$ cat src/rtl/spi_ram_pkg.sv
// Shared types for the SPI/BIST RAM arbiter: FSM states, RAM opcodes and the 10-bit RAM beat.
package spi_ram_pkg;

    localparam int unsigned DATA_W = 8;
    localparam int unsigned BEAT_W = 10;

    typedef enum logic [2:0] {
        IDLE,
        ADDR,
        DATA,
        WAIT_RD,
        RESP
    } state_e;

    localparam logic [1:0] OP_WR_ADDR = 2'b00;
    localparam logic [1:0] OP_WR_DATA = 2'b01;
    localparam logic [1:0] OP_RD_ADDR = 2'b10;
    localparam logic [1:0] OP_RD_DATA = 2'b11;

    typedef struct packed {
        logic [1:0]        op;
        logic [DATA_W-1:0] payload;
    } ram_beat_t;

    function automatic ram_beat_t make_beat(input logic [1:0] op, input logic [DATA_W-1:0] payload);
        ram_beat_t beat;
        beat.op      = op;
        beat.payload = payload;
        return beat;
    endfunction

endpackage

$ cat src/rtl/ram_arb_picker.sv
// Two-way grant: a lone requester always wins; on a tie the favoured index wins.
module ram_arb_picker (
    input  logic [1:0] req_valid,
    input  logic       prio,
    output logic [1:0] grant_c
);

    always_comb begin
        grant_c = req_valid;
        if (&req_valid) begin
            grant_c = prio ? 2'b10 : 2'b01;
        end
    end

endmodule

$ cat src/rtl/spi_ram_arbiter.sv
// Shares the single-port RAM between two requesters and sequences its two-beat command protocol.
// Define SPI_RAM_ARB_RR_EN for round-robin arbitration; otherwise requester 0 has fixed priority.
module spi_ram_arbiter
    import spi_ram_pkg::*;
#(
    parameter int unsigned ADDR_W     = 8,
    parameter int unsigned RD_TIMEOUT = 4
) (
    input  logic                clk,
    input  logic                arst_n,
    input  logic [1:0]          req_valid,
    output logic [1:0]          req_ready,
    input  logic [1:0]          req_we,
    input  logic [2*ADDR_W-1:0] req_addr,
    input  logic [15:0]         req_wdata,
    output logic [1:0]          rsp_valid,
    output logic [7:0]          rsp_rdata,
    output logic                rsp_err,
    output logic [9:0]          ram_din,
    output logic                ram_rx_valid,
    input  logic [7:0]          ram_dout,
    input  logic                ram_tx_valid,
    output logic                busy
);

    localparam int unsigned CNT_W = $clog2(RD_TIMEOUT + 1);
    localparam logic [CNT_W-1:0] CNT_LAST = CNT_W'(RD_TIMEOUT - 1);

    state_e              state_q, state_d;
    logic                owner_q, owner_d;
    logic                we_q, we_d;
    logic [ADDR_W-1:0]   addr_q, addr_d;
    logic [DATA_W-1:0]   wdata_q, wdata_d;
    logic [CNT_W-1:0]    cnt_q, cnt_d;
    ram_beat_t           ram_din_q, ram_din_d;
    logic                ram_rx_valid_q, ram_rx_valid_d;
    logic [1:0]          rsp_valid_q, rsp_valid_d;
    logic [DATA_W-1:0]   rsp_rdata_q, rsp_rdata_d;
    logic                rsp_err_q, rsp_err_d;
    logic                busy_q, busy_d;

    logic [1:0]          grant_c;
    logic                prio_c;
    logic                hs_c;
    logic                sel_c;
    logic                sel_we_c;
    logic [ADDR_W-1:0]   sel_addr_c;
    logic [DATA_W-1:0]   sel_wdata_c;

    ram_arb_picker u_picker (
        .req_valid (req_valid),
        .prio      (prio_c),
        .grant_c   (grant_c)
    );

    // Grant is only exposed while idle and out of reset.
    assign req_ready   = (state_q == IDLE && arst_n) ? grant_c : 2'b00;
    assign hs_c        = |req_ready;
    assign sel_c       = grant_c[1];
    assign sel_we_c    = req_we[sel_c];
    assign sel_addr_c  = sel_c ? req_addr[2*ADDR_W-1:ADDR_W] : req_addr[ADDR_W-1:0];
    assign sel_wdata_c = sel_c ? req_wdata[15:8] : req_wdata[7:0];

`ifdef SPI_RAM_ARB_RR_EN
    logic prio_q, prio_d;

    // Favour whoever was not just granted.
    always_comb begin
        prio_d = prio_q;
        if (hs_c) begin
            prio_d = ~sel_c;
        end
    end

    always_ff @(posedge clk) begin
        if (!arst_n) begin
            prio_q <= 1'b0;
        end else begin
            prio_q <= prio_d;
        end
    end

    assign prio_c = prio_q;
`else
    assign prio_c = 1'b0;
`endif

    always_comb begin
        state_d        = state_q;
        owner_d        = owner_q;
        we_d           = we_q;
        addr_d         = addr_q;
        wdata_d        = wdata_q;
        cnt_d          = cnt_q;
        ram_din_d      = '0;
        ram_rx_valid_d = 1'b0;
        rsp_valid_d    = 2'b00;
        rsp_rdata_d    = '0;
        rsp_err_d      = 1'b0;

        case (state_q)
            IDLE: begin
                if (hs_c) begin
                    owner_d        = sel_c;
                    we_d           = sel_we_c;
                    addr_d         = sel_addr_c;
                    wdata_d        = sel_wdata_c;
                    state_d        = ADDR;
                    ram_rx_valid_d = 1'b1;
                    ram_din_d      = make_beat(sel_we_c ? OP_WR_ADDR : OP_RD_ADDR, DATA_W'(sel_addr_c));
                end
            end
            ADDR: begin
                state_d        = DATA;
                ram_rx_valid_d = 1'b1;
                ram_din_d      = make_beat(we_q ? OP_WR_DATA : OP_RD_DATA, we_q ? wdata_q : '0);
            end
            DATA: begin
                if (we_q) begin
                    state_d     = RESP;
                    rsp_valid_d = owner_q ? 2'b10 : 2'b01;
                end else begin
                    state_d = WAIT_RD;
                    cnt_d   = '0;
                end
            end
            WAIT_RD: begin
                if (ram_tx_valid) begin
                    state_d     = RESP;
                    rsp_valid_d = owner_q ? 2'b10 : 2'b01;
                    rsp_rdata_d = ram_dout;
                end else if (cnt_q == CNT_LAST) begin
                    state_d     = RESP;
                    rsp_valid_d = owner_q ? 2'b10 : 2'b01;
                    rsp_err_d   = 1'b1;
                end else begin
                    cnt_d = cnt_q + CNT_W'(1);
                end
            end
            RESP: begin
                state_d = IDLE;
            end
            default: begin
                state_d = IDLE;
            end
        endcase

        busy_d = (state_d != IDLE);
    end

    always_ff @(posedge clk) begin
        if (!arst_n) begin
            state_q        <= IDLE;
            owner_q        <= 1'b0;
            we_q           <= 1'b0;
            addr_q         <= '0;
            wdata_q        <= '0;
            cnt_q          <= '0;
            ram_din_q      <= '0;
            ram_rx_valid_q <= 1'b0;
            rsp_valid_q    <= 2'b00;
            rsp_rdata_q    <= '0;
            rsp_err_q      <= 1'b0;
            busy_q         <= 1'b0;
        end else begin
            state_q        <= state_d;
            owner_q        <= owner_d;
            we_q           <= we_d;
            addr_q         <= addr_d;
            wdata_q        <= wdata_d;
            cnt_q          <= cnt_d;
            ram_din_q      <= ram_din_d;
            ram_rx_valid_q <= ram_rx_valid_d;
            rsp_valid_q    <= rsp_valid_d;
            rsp_rdata_q    <= rsp_rdata_d;
            rsp_err_q      <= rsp_err_d;
            busy_q         <= busy_d;
        end
    end

    assign ram_din      = ram_din_q;
    assign ram_rx_valid = ram_rx_valid_q;
    assign rsp_valid    = rsp_valid_q;
    assign rsp_rdata    = rsp_rdata_q;
    assign rsp_err      = rsp_err_q;
    assign busy         = busy_q;

endmodule

$ cat config.mk
export PLATFORM = sky130hd
export DESIGN_NAME = spi_ram_arbiter
export DESIGN_NICKNAME = d
export VERILOG_FILES = /design/src/rtl/spi_ram_pkg.sv /design/src/rtl/ram_arb_picker.sv /design/src/rtl/spi_ram_arbiter.sv
export SDC_FILE = /design/constraint.sdc
export NUM_CORES = 1
export LEC_CHECK = 0
export CAP_MARGIN = 30
export CORE_AREA = 3 3 89 49
export CTS_CLUSTER_DIAMETER = 50
export DETAILED_ROUTE_END_ITERATION = 6
export DIE_AREA = 0 0 92 52
export GPL_ROUTABILITY_DRIVEN = 0
export PLACE_DENSITY = 0.86
export SYNTH_ARGS = -nofsm -noshare
export SYNTH_HDL_FRONTEND = slang
export SYNTH_SLANG_ARGS = --single-unit
$ cat constraint.sdc
create_clock -name clk -period 4.09 [get_ports clk]
set_input_delay 0.818 -clock clk [delete_from_list [all_inputs] [get_ports clk]]
set_output_delay 0.818 -clock clk [all_outputs]
set_load 0.05 [all_outputs]
* Word level (Yosys, flattened, before mapping)
Cells that the tools add are included.
** Word-level totals
- Flip-flop bits (word level) :: 39
- Output and inout bits :: 25
- Word-level logic and storage cells :: 61
- Input bits :: 47
** Operators by class
- Reduce and logical (&&, ||, !) cells :: 10
- Bitwise gates (word level) :: 2
- Equality and inequality tests :: 7
- Order comparisons :: 1
- Add/subtract/negate cells :: 1
- Mux-type cells :: 28
** Operators with widths (number)
- two-way mux 8 bit :: 3
- two-way mux 3 bit :: 7
- one-hot mux 10 bit (2 select lines) :: 1
- two-way mux 2 bit :: 8
- one-hot mux 3 bit (4 select lines) :: 1
- two-way mux 10 bit :: 1
- == test 3 x 2 -> 1 bit (second input constant) :: 3
- != test 2 bit (second input constant) :: 3
- one-hot mux 3 bit (2 select lines) :: 1
- two-way mux 1 bit :: 4
- one-hot mux 2 bit (2 select lines) :: 1
- AND reduction 2 bit :: 2
- AND reduction 4 bit :: 1
- adder 3 x 1 -> 3 bit (second input constant) :: 1
- == test 3 x 1 -> 1 bit (second input constant) :: 1
- zero test 3 bit :: 1
- AND reduction 3 bit :: 1
- nonzero test 3 bit :: 1
- OR reduction 3 bit :: 1
- less-than comparator 1 x 2 -> 1 bit (second input constant) :: 1
- NOT 1 bit :: 2
- one-hot mux 1 bit (2 select lines) :: 1
- nonzero test 2 bit :: 1
- OR reduction 2 bit :: 1
- logical AND 1 bit :: 1

* Logic depth before layout (Yosys ltp)
- Word-level depth :: 7
- Depth in mapped cells :: 6
- Mapped depth without buffers :: 5

* Cells and area by module
From an unflattened synthesis, not the netlist that was laid out.
** Second synthesis, totals
- Cell total of the unflattened synthesis :: 147
- Area, all modules :: 1549.0 um^2
** Modules (own cells, without submodules)
- spi_ram_arbiter :: cells each 144, times used 1, area each 1530.2 um^2
- ram_arb_picker :: cells each 3, times used 1, area each 18.8 um^2

* Worst setup path after synthesis
OpenSTA, ideal clock, no wires.
- Kind :: input to output
- Start point :: in req_valid[0]
- End point :: out req_ready[1]
- Arrival time :: 2801 ps
- Stages on the path :: 4
- Data required time :: 3272 ps
- Setup slack :: 471 ps
- Cells stage by stage :: nand2b_1 -> buf_2 -> buf_2 -> nor4_1
** On the way
- Longest elaborated chain between the ends :: 3
** Ends and longest elaborated chain
- start, declared :: RTL line spi_ram_arbiter.sv:11 : input logic [1:0] req_valid,
- AND reduction 2 bit :: RTL line ram_arb_picker.sv:10 : if (&req_valid) begin
- two-way mux 2 bit :: RTL line ram_arb_picker.sv:10
- two-way mux 2 bit :: RTL line spi_ram_arbiter.sv:57 : assign req_ready = (state_q == IDLE && arst_n) ? grant_c : 2'b00;
- end, declared :: RTL line spi_ram_arbiter.sv:12 : output logic [1:0] req_ready,
Every way passes these cells.

* Worst setup path in the final report
- Start point :: in arst_n
- End point :: out req_ready[0]
** On the way
- Longest elaborated chain between the ends :: 2
** Ends and longest elaborated chain
- start, declared :: RTL line spi_ram_arbiter.sv:10 : input logic arst_n,
- logical AND 1 bit :: RTL line spi_ram_arbiter.sv:57
- two-way mux 2 bit :: RTL line spi_ram_arbiter.sv:57
Every way passes these cells.

==> reports/summary.txt <==
Synth top area share = 50.8%
I/O pins = 72
Setup Buffers After CTS = 0
max-slew violations = 0
prevailing post-synth register cell = dfxtp_1
Mapped Cells = 130
Ant. Diodes = 0
Yosys reg bits = 39
crit path max fanout = 8
Final Cycle Share = 86.6%
cts hold-fix bufs = 0
Final Hold Fails = 0
Unique masters post-synth = 35
worst clock skew = 0.00677 ns
WL per Instance = 14.8 um
DR iter-0 viols = 23
Layout fillers = 315
Die Y = 52 um
most common cell in the netlist = dfxtp_1
Routed WL = 3850 um
Synthesis Warnings = 0
Post-synth EDFFs = 0
power density over the cells = 507 nW/um^2
initial antenna violation count = 0
drt via density = 4.70
Least-Margin Pin Slew = 0.526 ns
die width = 92 um
CP arrival = 2.73 ns
vias in the first global route = 1244
layout cells sized above 1 = 14.1%
CTS H-Tree Depth = 2
Mapped Area = 1540 um^2
fin crit period = 3.54 ns
GRT Total Usage = 16.6%
Hold WC Path Type = reg2reg
Die Area = 4780 um^2
hold slack = 0.447 ns
HPWL after DPL = 2860 um
DRC = 0
Slew HR = 64.8%
Area contributors post-synth = dfxtp_1, mux2i_1, o2bb2ai_2
Setup TNS = 0 ns
via count = 1222
TritonRoute pass-1 iters = 4
status = finished clean
first-pass GRT wire length = 5970 um
Crit Path Category = in2out
Initial Utilization = 41.3%
unrepaired setup endpoints after global routing = no
# nets final = 254
CP Launch Type = input pin
CTS root buffer = clkbuf_8
GRT Residual Overflow = 0
synth cell count leaders = dfxtp_1, mux2i_1, and2_1
total power = 1.22 mW
f_max = 282 MHz
CTS Buffer Depth = 2
final setup violation count = 0
Synth area leader = dfxtp_1
Core ar. = 3720 um^2
MaxCap Viol Count = 0
register area share after synthesis = 50.8%
syn nets = 179
Num CTS Buffers = 5
asr flop ratio synth = 0%
layout overhead on the synthesized area = 57.0%
CTS tree = yes
required time at the endpoint of the critical path = 3.27 ns
I/O Buffers = 71
largest net degree at the start of global routing = 20
Worst-Skew Late Latency = 0.29 ns
syn avg cell area = 11.8 um^2
Worst setup EP type = primary output
CTS Sinks = 39
PostCTS Resize Cnt = 0
leakage power = 0.988 nW
Detail Route Antenna Nets = 0
VDD IR max = 0.251 mV
Site Rows = 16
Clock transition at path regs = 0.07 ns
-- worst max-delay path, stage by stage --
cell and delay [ns]:
clkdlybuf4s50_1 0.63, nor4b_2 0.28, and2_1 0.19, clkdlybuf4s50_1 0.81
-- cell type report --
cell class | instances | area (um^2) | area share, %
Clock buffer | 5 | 68.8 | 2.85
Timing Repair Buffer | 73 | 736 | 30.5
Multi-Input combinational cell | 82 | 702 | 29.1
Inverter | 4 | 15.0 | 0.622
Tap cell | 54 | 67.6 | 2.80
Sequential cell | 39 | 781 | 32.3
Clock inverter | 3 | 43.8 | 1.81
-- metal layers --
layer  GRT usage, %  wire, um
met4           6.65        56
met2           24.9      1650
met3           6.36       298
met5              0         0
met1           21.5      1840
-- per-stage QoR --
| step | setup WS (ns) | cells | utilization (%) | cell area [um^2] |
|---|---|---|---|---|
| after CTS | 0.549 | 260 | 64.8 | 2410 |
| final | 0.547 | 260 | 64.8 | 2410 |
| after global placement | 0.564 | 252 | 61.8 | 2300 |
| after global routing | 0.448 | 260 | 64.8 | 2410 |
| after detailed placement | 0.560 | 252 | 61.8 | 2300 |
| after floorplan | 0.471 | 130 | - | 1540 |
-- cell families after synthesis --
kind of cell,synth area share (%)
AO/OA/AOI/OAI,15.9
adder cells (fa/ha/maj),1.63
buffers and inverters,3.58
flip-flops,50.8
multiplexers,13.2
AND/OR/NAND/NOR,14.9
-- power by group --
group          switching, mW  internal, mW
clock network          0.140         0.182
registers             0.0476         0.450
logic                  0.237         0.166
total                  0.425         0.798
-- placed cells by master (no fill, tap or decap), drive strengths merged --
cell type	instances
nand2	4
ha	2
dfxtp	39
clkbuf	5
and2	12
or3b	1
a22oi	1
nor4b	2
nand4b	1
buf	3
bufinv	1
or2	3
nor2	6
a32o	1
clkinv	2
o2bb2ai	16
inv	4
nor2b	2
nand2b	2
o22ai	1
o41a	1
nor3b	2
mux2i	18
nor4	1
a21oi	1
mux2	2
clkdlybuf4s50	70
o21ai	3
-- final timing paths --
kind | start | to | slack [ns] | cells after the start
hold reg to reg | owner_q$_SDFFE_PN0P_ | rsp_valid[0]$_SDFF_PN0_ | 0.45 | 1
setup / recovery | arst_n | req_ready[0] | 0.55 | 4
hold / removal | owner_q$_SDFFE_PN0P_ | rsp_valid[0]$_SDFF_PN0_ | 0.45 | 1
setup reg to reg | cnt_q[0]$_SDFFE_PN0P_ | cnt_q[1]$_SDFFE_PN0P_ | 2.37 | 5
-- state kept, by name (all words and copies together), names as in the netlist --
name,flops
rsp_valid,2
state_q,3
owner_q,1
wdata_q,8
rsp_rdata,8
rsp_err,1
ram_din,10
we_q,1
busy,1
cnt_q,3
ram_rx_valid,1
(Power assumes the default switching activity.)
